==> src/rtl/usb_tx_arbiter.sv <==
// usb_tx_arbiter
// Shares the single USB FIFO byte-write port between up to four requesters.
// Each granted requester supplies one 16-bit word (status byte, data byte),
// emitted as two strobed bytes, high byte first, never interleaved.
// Optional build macro: USB_ARB_PRIORITY0_EN gives requester 0 strict
// priority; the remaining requesters round-robin among themselves.
// Handshake: a requester holds i_Req/i_Word until it sees its o_Grant pulse;
// a byte is written to the FIFO in any cycle where o_dataReady is high, and
// a strobe is only issued when i_usbReady was high at the preceding edge.
module usb_tx_arbiter #(
    parameter int N_REQ       = 2,
    parameter int STALL_LIMIT = 1023
) (
    input  logic                 i_Clock,
    input  logic                 i_Reset_n,
    input  logic [N_REQ-1:0]     i_Req,
    input  logic [16*N_REQ-1:0]  i_Word,
    output logic [N_REQ-1:0]     o_Grant,
    input  logic                 i_usbReady,
    output logic                 o_dataReady,
    output logic [7:0]           o_data,
    output logic                 o_busy,
    output logic                 o_stall,
    output logic [1:0]           o_state
);

    typedef enum logic [1:0] {
        IDLE    = 2'd0,
        WAIT_HI = 2'd1,
        GAP     = 2'd2,
        WAIT_LO = 2'd3
    } state_t;

    localparam logic [2:0] NREQ3   = 3'(N_REQ);
    localparam logic [1:0] PTR_RST = 2'(N_REQ - 1);
    localparam logic [9:0] LIMIT   = 10'(STALL_LIMIT);

    state_t             state, stateNext;
    logic [15:0]        word, wordNext;
    logic [1:0]         ptr, ptrNext;
    logic [9:0]         stallCnt, stallCntNext;
    logic [N_REQ-1:0]   grantNext;
    logic               dataReadyNext;
    logic [7:0]         dataNext;
    logic               stallNext;

    logic [3:0]         reqExt;
    logic [2:0]         probe;
    logic               eligible;
    logic               found;
    logic [1:0]         win;
    logic [15:0]        selWord;
    logic [N_REQ-1:0]   selGrant;

    // Round-robin winner search starting one past the pointer
    always_comb begin
        reqExt   = '0;
        reqExt[N_REQ-1:0] = i_Req;
        probe    = '0;
        eligible = 1'b0;
        found    = 1'b0;
        win      = '0;
`ifdef USB_ARB_PRIORITY0_EN
        if (reqExt[0]) begin
            found = 1'b1;
            win   = 2'd0;
        end
`endif
        for (int off = 1; off <= N_REQ; off++) begin
            probe = {1'b0, ptr} + 3'(off);
            if (probe >= NREQ3) begin
                probe = probe - NREQ3;
            end
            eligible = reqExt[probe[1:0]];
`ifdef USB_ARB_PRIORITY0_EN
            if (probe == 3'd0) begin
                eligible = 1'b0;
            end
`endif
            if (!found && eligible) begin
                found = 1'b1;
                win   = probe[1:0];
            end
        end
    end

    // Word mux and one-hot grant for the selected requester
    always_comb begin
        selWord  = '0;
        selGrant = '0;
        for (int k = 0; k < N_REQ; k++) begin
            if (win == 2'(k)) begin
                selWord = i_Word[16*k +: 16];
            end
            selGrant[k] = found && (win == 2'(k));
        end
    end

    // Next-state, output and stall-counter logic
    always_comb begin
        stateNext     = state;
        wordNext      = word;
        ptrNext       = ptr;
        stallCntNext  = stallCnt;
        grantNext     = '0;
        dataReadyNext = 1'b0;
        dataNext      = o_data;
        case (state)
            IDLE: begin
                if (found) begin
                    grantNext = selGrant;
                    wordNext  = selWord;
                    stateNext = WAIT_HI;
`ifdef USB_ARB_PRIORITY0_EN
                    if (win != 2'd0) begin
                        ptrNext = win;
                    end
`else
                    ptrNext = win;
`endif
                end
            end
            WAIT_HI: begin
                if (i_usbReady) begin
                    dataReadyNext = 1'b1;
                    dataNext      = word[15:8];
                    stallCntNext  = '0;
                    stateNext     = GAP;
                end else if (stallCnt < LIMIT) begin
                    stallCntNext = stallCnt + 10'd1;
                end
            end
            GAP: begin
                dataNext  = word[7:0];
                stateNext = WAIT_LO;
            end
            WAIT_LO: begin
                if (i_usbReady) begin
                    dataReadyNext = 1'b1;
                    stallCntNext  = '0;
                    stateNext     = IDLE;
                end else if (stallCnt < LIMIT) begin
                    stallCntNext = stallCnt + 10'd1;
                end
            end
            default: stateNext = IDLE;
        endcase
        stallNext = o_stall | (stallCntNext == LIMIT);
    end

    // Register state and all outputs; reset drops any partial word at once
    always_ff @(posedge i_Clock or negedge i_Reset_n) begin
        if (!i_Reset_n) begin
            state       <= IDLE;
            word        <= '0;
            ptr         <= PTR_RST;
            stallCnt    <= '0;
            o_Grant     <= '0;
            o_dataReady <= 1'b0;
            o_data      <= '0;
            o_stall     <= 1'b0;
        end else begin
            state       <= stateNext;
            word        <= wordNext;
            ptr         <= ptrNext;
            stallCnt    <= stallCntNext;
            o_Grant     <= grantNext;
            o_dataReady <= dataReadyNext;
            o_data      <= dataNext;
            o_stall     <= stallNext;
        end
    end

    assign o_busy  = (state != IDLE);
    assign o_state = state;

endmodule
==> config.mk <==
export PLATFORM = sky130hd
export DESIGN_NAME = usb_tx_arbiter
export DESIGN_NICKNAME = d
export VERILOG_FILES = /design/src/rtl/usb_tx_arbiter.sv
export SDC_FILE = /design/constraint.sdc
export NUM_CORES = 1
export LEC_CHECK = 0
export CORE_ASPECT_RATIO = 0.6
export CORE_MARGIN = 10
export CORE_UTILIZATION = 47
export CTS_CLUSTER_SIZE = 12
export DETAILED_ROUTE_END_ITERATION = 12
export PLACE_DENSITY_LB_ADDON = 0.3
export SYNTH_ARGS = -nofsm -noshare
export SYNTH_HDL_FRONTEND = slang
export SYNTH_SLANG_ARGS = --single-unit
==> constraint.sdc <==
create_clock -name i_Clock -period 3.7 [get_ports i_Clock]
set_clock_uncertainty 0.15 [all_clocks]
set_input_delay 0.555 -clock i_Clock [delete_from_list [all_inputs] [get_ports i_Clock]]
set_output_delay 0.555 -clock i_Clock [all_outputs]
set_load 0.005 [all_outputs]
* Word-level counts from Yosys, hierarchy flattened *
Index checks and enable logic that the tools add are counted.
W data, S select, Z words.

storage, ports and cells
  input bits = 37
  bits in registers = 42
  word-level logic and storage cells = 64
  output and inout bits = 15

cells by class
  mux-type cells = 25
  $add $sub $neg = 5
  bitwise gates (word level) = 1
  equal/unequal tests = 8
  reductions and logical operators = 12
  $lt $le $gt $ge = 5

operators by type and width
  cell                     number
  $mux W16                 2
  $mux W10                 3
  $mux W2                  9
  $pmux W8 S2              1
  $add A10 B1 Y10 const B  1
  $eq A10 B10 Y1 const B   1
  $lt A10 B10 Y1 const B   1
  $mux W8                  1
  $pmux W2 S4              1
  $ge A3 B2 Y1 const B     2
  $lt A2 B3 Y1 const B     2
  $mux W1                  6
  $ne A2 B2 Y1 const B     3
  $bmux W1 S2              2
  $eq A2 B1 Y1 const B     2
  $eq A2 B2 Y1 const B     2
  $logic_not A2 Y1         2
  $reduce_and A2 Y1        2
  $reduce_bool A2 Y1       2
  $sub A2 B2 Y2 const B    2
  $add A2 B1 Y3 const B    1
  $add A2 B2 Y3 const B    1
  $logic_and A1 B1 Y1      3
  $reduce_and A3 Y1        1
  3 further kinds          3

* Depth between registers and ports, before layout *
  depth in word-level cells = 13
  mapped depth = 9
  gate-level depth less buffers = 8

* Least setup slack after synthesis *
No wires, ideal clock.

  path kind = register to register
  from = reg state[1], in the netlist o_state[1]
  to = reg o_stall
  data arrival time = 1.710 ns
  period minus slack after synthesis = 1.981 ns
  data required time = 3.430 ns
  buffers on the path = 1
  library setup time = 0.120 ns
  slack = 1.719 ns
  cell stages (with the launch flop) = 9
  cells stage by stage = dfrtp_1 -> inv_1 -> ha_1 -> or2_1 -> buf_4 -> o2111ai_1 -> a32o_1 -> and4_4 -> a41o_1

on the way
  word-level cells in the longest chain between the ends = 5
  elaborated cells on any way between the ends = 6
  classes of those cells = eq/ne: 3; mux: 1; bitwise: 1; reduce/logical: 1

RTL lines
  element                                              RTL line  source
  from (decl)                                          38        state_t state, stateNext;
  from (signal assigned)                               163       state <= stateNext;
  $eq A2 B2 Y1 / $eq A2 B1 Y1 (equally long branches)  108       case (state)
  $reduce_or A2 Y1 (no source line) *                  -
  $mux W10 *                                           -
  net stallCntNext[4]                                  41        logic [9:0] stallCnt, stallCntNext;
  $eq A10 B10 Y1 *                                     148       stallNext = o_stall | (stallCntNext == LIMIT);
  $or A1 B1 Y1 *                                       148
  net stallNext                                        45        logic stallNext;
  to (signal assigned)                                 170       o_stall <= stallNext;
  to (decl)                                            23        output logic o_stall,

Mark *: on every way through the listed nets, which the timed path passes. The rest lies on a longest branch.
A chain may end at the register's enable or synchronous reset.

* Final worst setup path *
Ends and elaborated chain as after synthesis.

==> impl_metrics.toml <==
[placement]
dp_cells = 310
numPortBuffers = 51
gp_congestion = 0.935
dp_hpwl_um = 4290

[routing]
final_antenna_net_count = 0
post_drt_wl_per_cell_um = 18.6
first_iter_violations = 289
num_vias = 1989
first_pass_iters = 7
drc = 0
vias_per_cell = 6.25
routed_wl_um = 5910

[timing]
report.final.slew_viol_count = 0
slew_headroom_pct = 38.9
fin_crit_sh_pct = 67.6
fin_crit_ns = 2.50
grt_setup_unrepaired = "no"
timing.final.hold_violations = 0
max_freq_ghz = 0.400
setup_tns_ns = 0
worst_slew_pin_slew_ns = 0.916
setup-violations-final = 0
whs_ns = 0.240

[grt]
grt_max_degree = 43
grt_use_total_pct = 15.2
grt_pass1_vias = 1901
grt_antenna_before_repair = 0
grt_overflow_total = 0
grt_pass1_wl_um = 9750

[worst_setup_path]
cp.required_ns = 3.73
crit_fanout = 16
critPathKind = "reg2reg"
r2r_slack_ns = 1.20
cp.arrival_ns = 2.54
startpoint_type = "flop"
setup.worst_path.end_class = "flop"

[power_and_ir_drop]
vdd_ir_drop_max_mv = 0.543
power_density_mw_per_mm2 = 749
p_leak_nw = 1.26
p_clk_share_pct = 17.3
p_int_mw = 1.32
seqPwrFrac_pct = 37.5
combPwrFrac_pct = 45.2
p_sw_mw = 0.784
switching_share_pct = 37.2

[clocking]
post_cts_buffers = 0
clk_pin_slew_ns = 0.09
cts.path.max_buffers = 2
htree_levels = 2
cts.sinks = 42
clk_latency_ns = 0.30
cts_tree = "yes"
cts_made_buffers = 5
hold_buffers = 0
root_buffer = "clkbuf_8"
cts_resized = 0

[floorplanning]
initial_utilization_pct = 48.0
placementRows = 19
ios = 52
die_x_um = 108
die_h_um = 72.6
core_area_mm2 = 0.00452
die_area_mm2 = 0.00782

[synth]
synthesis.instances = 207
yosys_warnings = 0
synth_top_area_share_pct = 47.3
async_reset_ff_share_pct = 100
yosysMostFrequentCell = "dfrtp_1"
synthTopCellsByArea = "dfrtp_1, a222oi_1, o22ai_1, mux2_2, inv_1"
ys_types = 53
yosysSeqAreaShare_pct = 48.5
netlist.top_cell.by_area = "dfrtp_1"
syn_nets = 249
synthTopCellsByCount = "dfrtp_1, inv_1, o22ai_1"
synth_area_mm2 = 0.00217
ys_dominant_reg_cell = "dfrtp_1"
synth-seq-cells = 42
synth-edff-count = 0
avgSynthCellArea_um2 = 10.5

[final_layout]
regArea_mm2 = 0.00105
drive_above_1_share_pct = 10.6
multiInputGateArea_um2 = 961
fillers = 375
area_delta_synth_final_pct = 29.6
nNetsFinal = 296
diodes = 0
final_cells = 318

[status]
status = "complete, no violations"

[worst_hold_path]
worstHoldPathType = "in2async"

[run]
maxCapViolations = 0
stage by stage:
stage               instance area (um2)  setup slack (ns)  utilization [%]  power (mW)
CTS                                2810              1.21             62.3        2.11
global placement                   2700              1.08             59.8        1.72
floorplan                          2170              1.72                -        1.39
detailed placement                 2700              1.13             59.8        1.75
finish                             2810              1.20             62.3        2.11
global route                       2810              1.01             62.3        2.27
power groups by stage:
| stage | Combinational [mW] | Clock [mW] | Sequential (mW) |
|---|---|---|---|
| floorplan | 0.642 | 0 | 0.744 |
| global placement | 0.926 | 0 | 0.790 |
| detailed placement | 0.952 | 0 | 0.795 |
| CTS | 0.959 | 0.369 | 0.786 |
| global route | 1.07 | 0.390 | 0.815 |
| finish | 0.952 | 0.365 | 0.791 |
worst paths after layout:
path                                         from                     to  cells past startpoint
max in group asynchronous               i_Reset_n  stallCnt[1]$_DFF_PN0_                      1
max                        o_state[1]$_DFFE_PN0P_      o_stall$_DFF_PN0_                      7
min in group i_Clock         word[12]$_DFFE_PN0P_   word[12]$_DFFE_PN0P_                      2
min reg2reg                  word[12]$_DFFE_PN0P_   word[12]$_DFFE_PN0P_                      2
max reg2reg                o_state[1]$_DFFE_PN0P_      o_stall$_DFF_PN0_                      7
min                                     i_Reset_n    word[9]$_DFFE_PN0P_                      1
logic make-up after synthesis:
logic type / count (synthesis) / synth area share [%]
compound gates: 72 / 24.7
flops: 42 / 48.5
simple gates: 41 / 11.6
buf+inv: 37 / 7.21
mux: 10 / 5.13
fa+ha+maj: 5 / 2.88
state kept, by name, indices dropped and copies added, names as in the netlist:
signal,cells
o_stall,1
ptr,2
o_data,8
o_state,2
o_Grant,2
word,16
o_dataReady,1
stallCnt,10
cell usage in the layout, fill, tap and decap left out, drive strengths merged, types with 4 or more instances in the layout:
cell type      count
o21ai              5
a21oi             13
dfrtp             41
a31oi              4
nand3              5
clkbuf             6
nor2               7
o22ai             17
inv               23
nor3               4
nand2              6
mux2               9
clkdlybuf4s50     50
a222oi            16
ha                 5
metal layers:
layer	track usage, %	part of all wire [%]	vias up
met4	3.54	0.96	0
met2	22.3	44	88
met1	21.8	48	993
met5	0	0	-
li1	-	-	903
met3	3.97	7.2	5
worst max-delay path: stages (launching register included):
cell and delay, ns:
dfrtp_1 0.41, inv_1 0.08, ha_1 0.38, nor2_1 0.51
nor2_1 0.18, a32o_1 0.27, and4_4 0.19, a41o_1 0.22
area by class of cell:
cell class	instances	share of cell area [%]
timing repair buffer	53	18.5
inverter	24	3.20
clock inverter	2	1.33
multi-input combinational	128	34.2
sequential	42	37.4
tap	63	2.80
clock buffer	6	2.58
(Power assumes the default switching activity.)
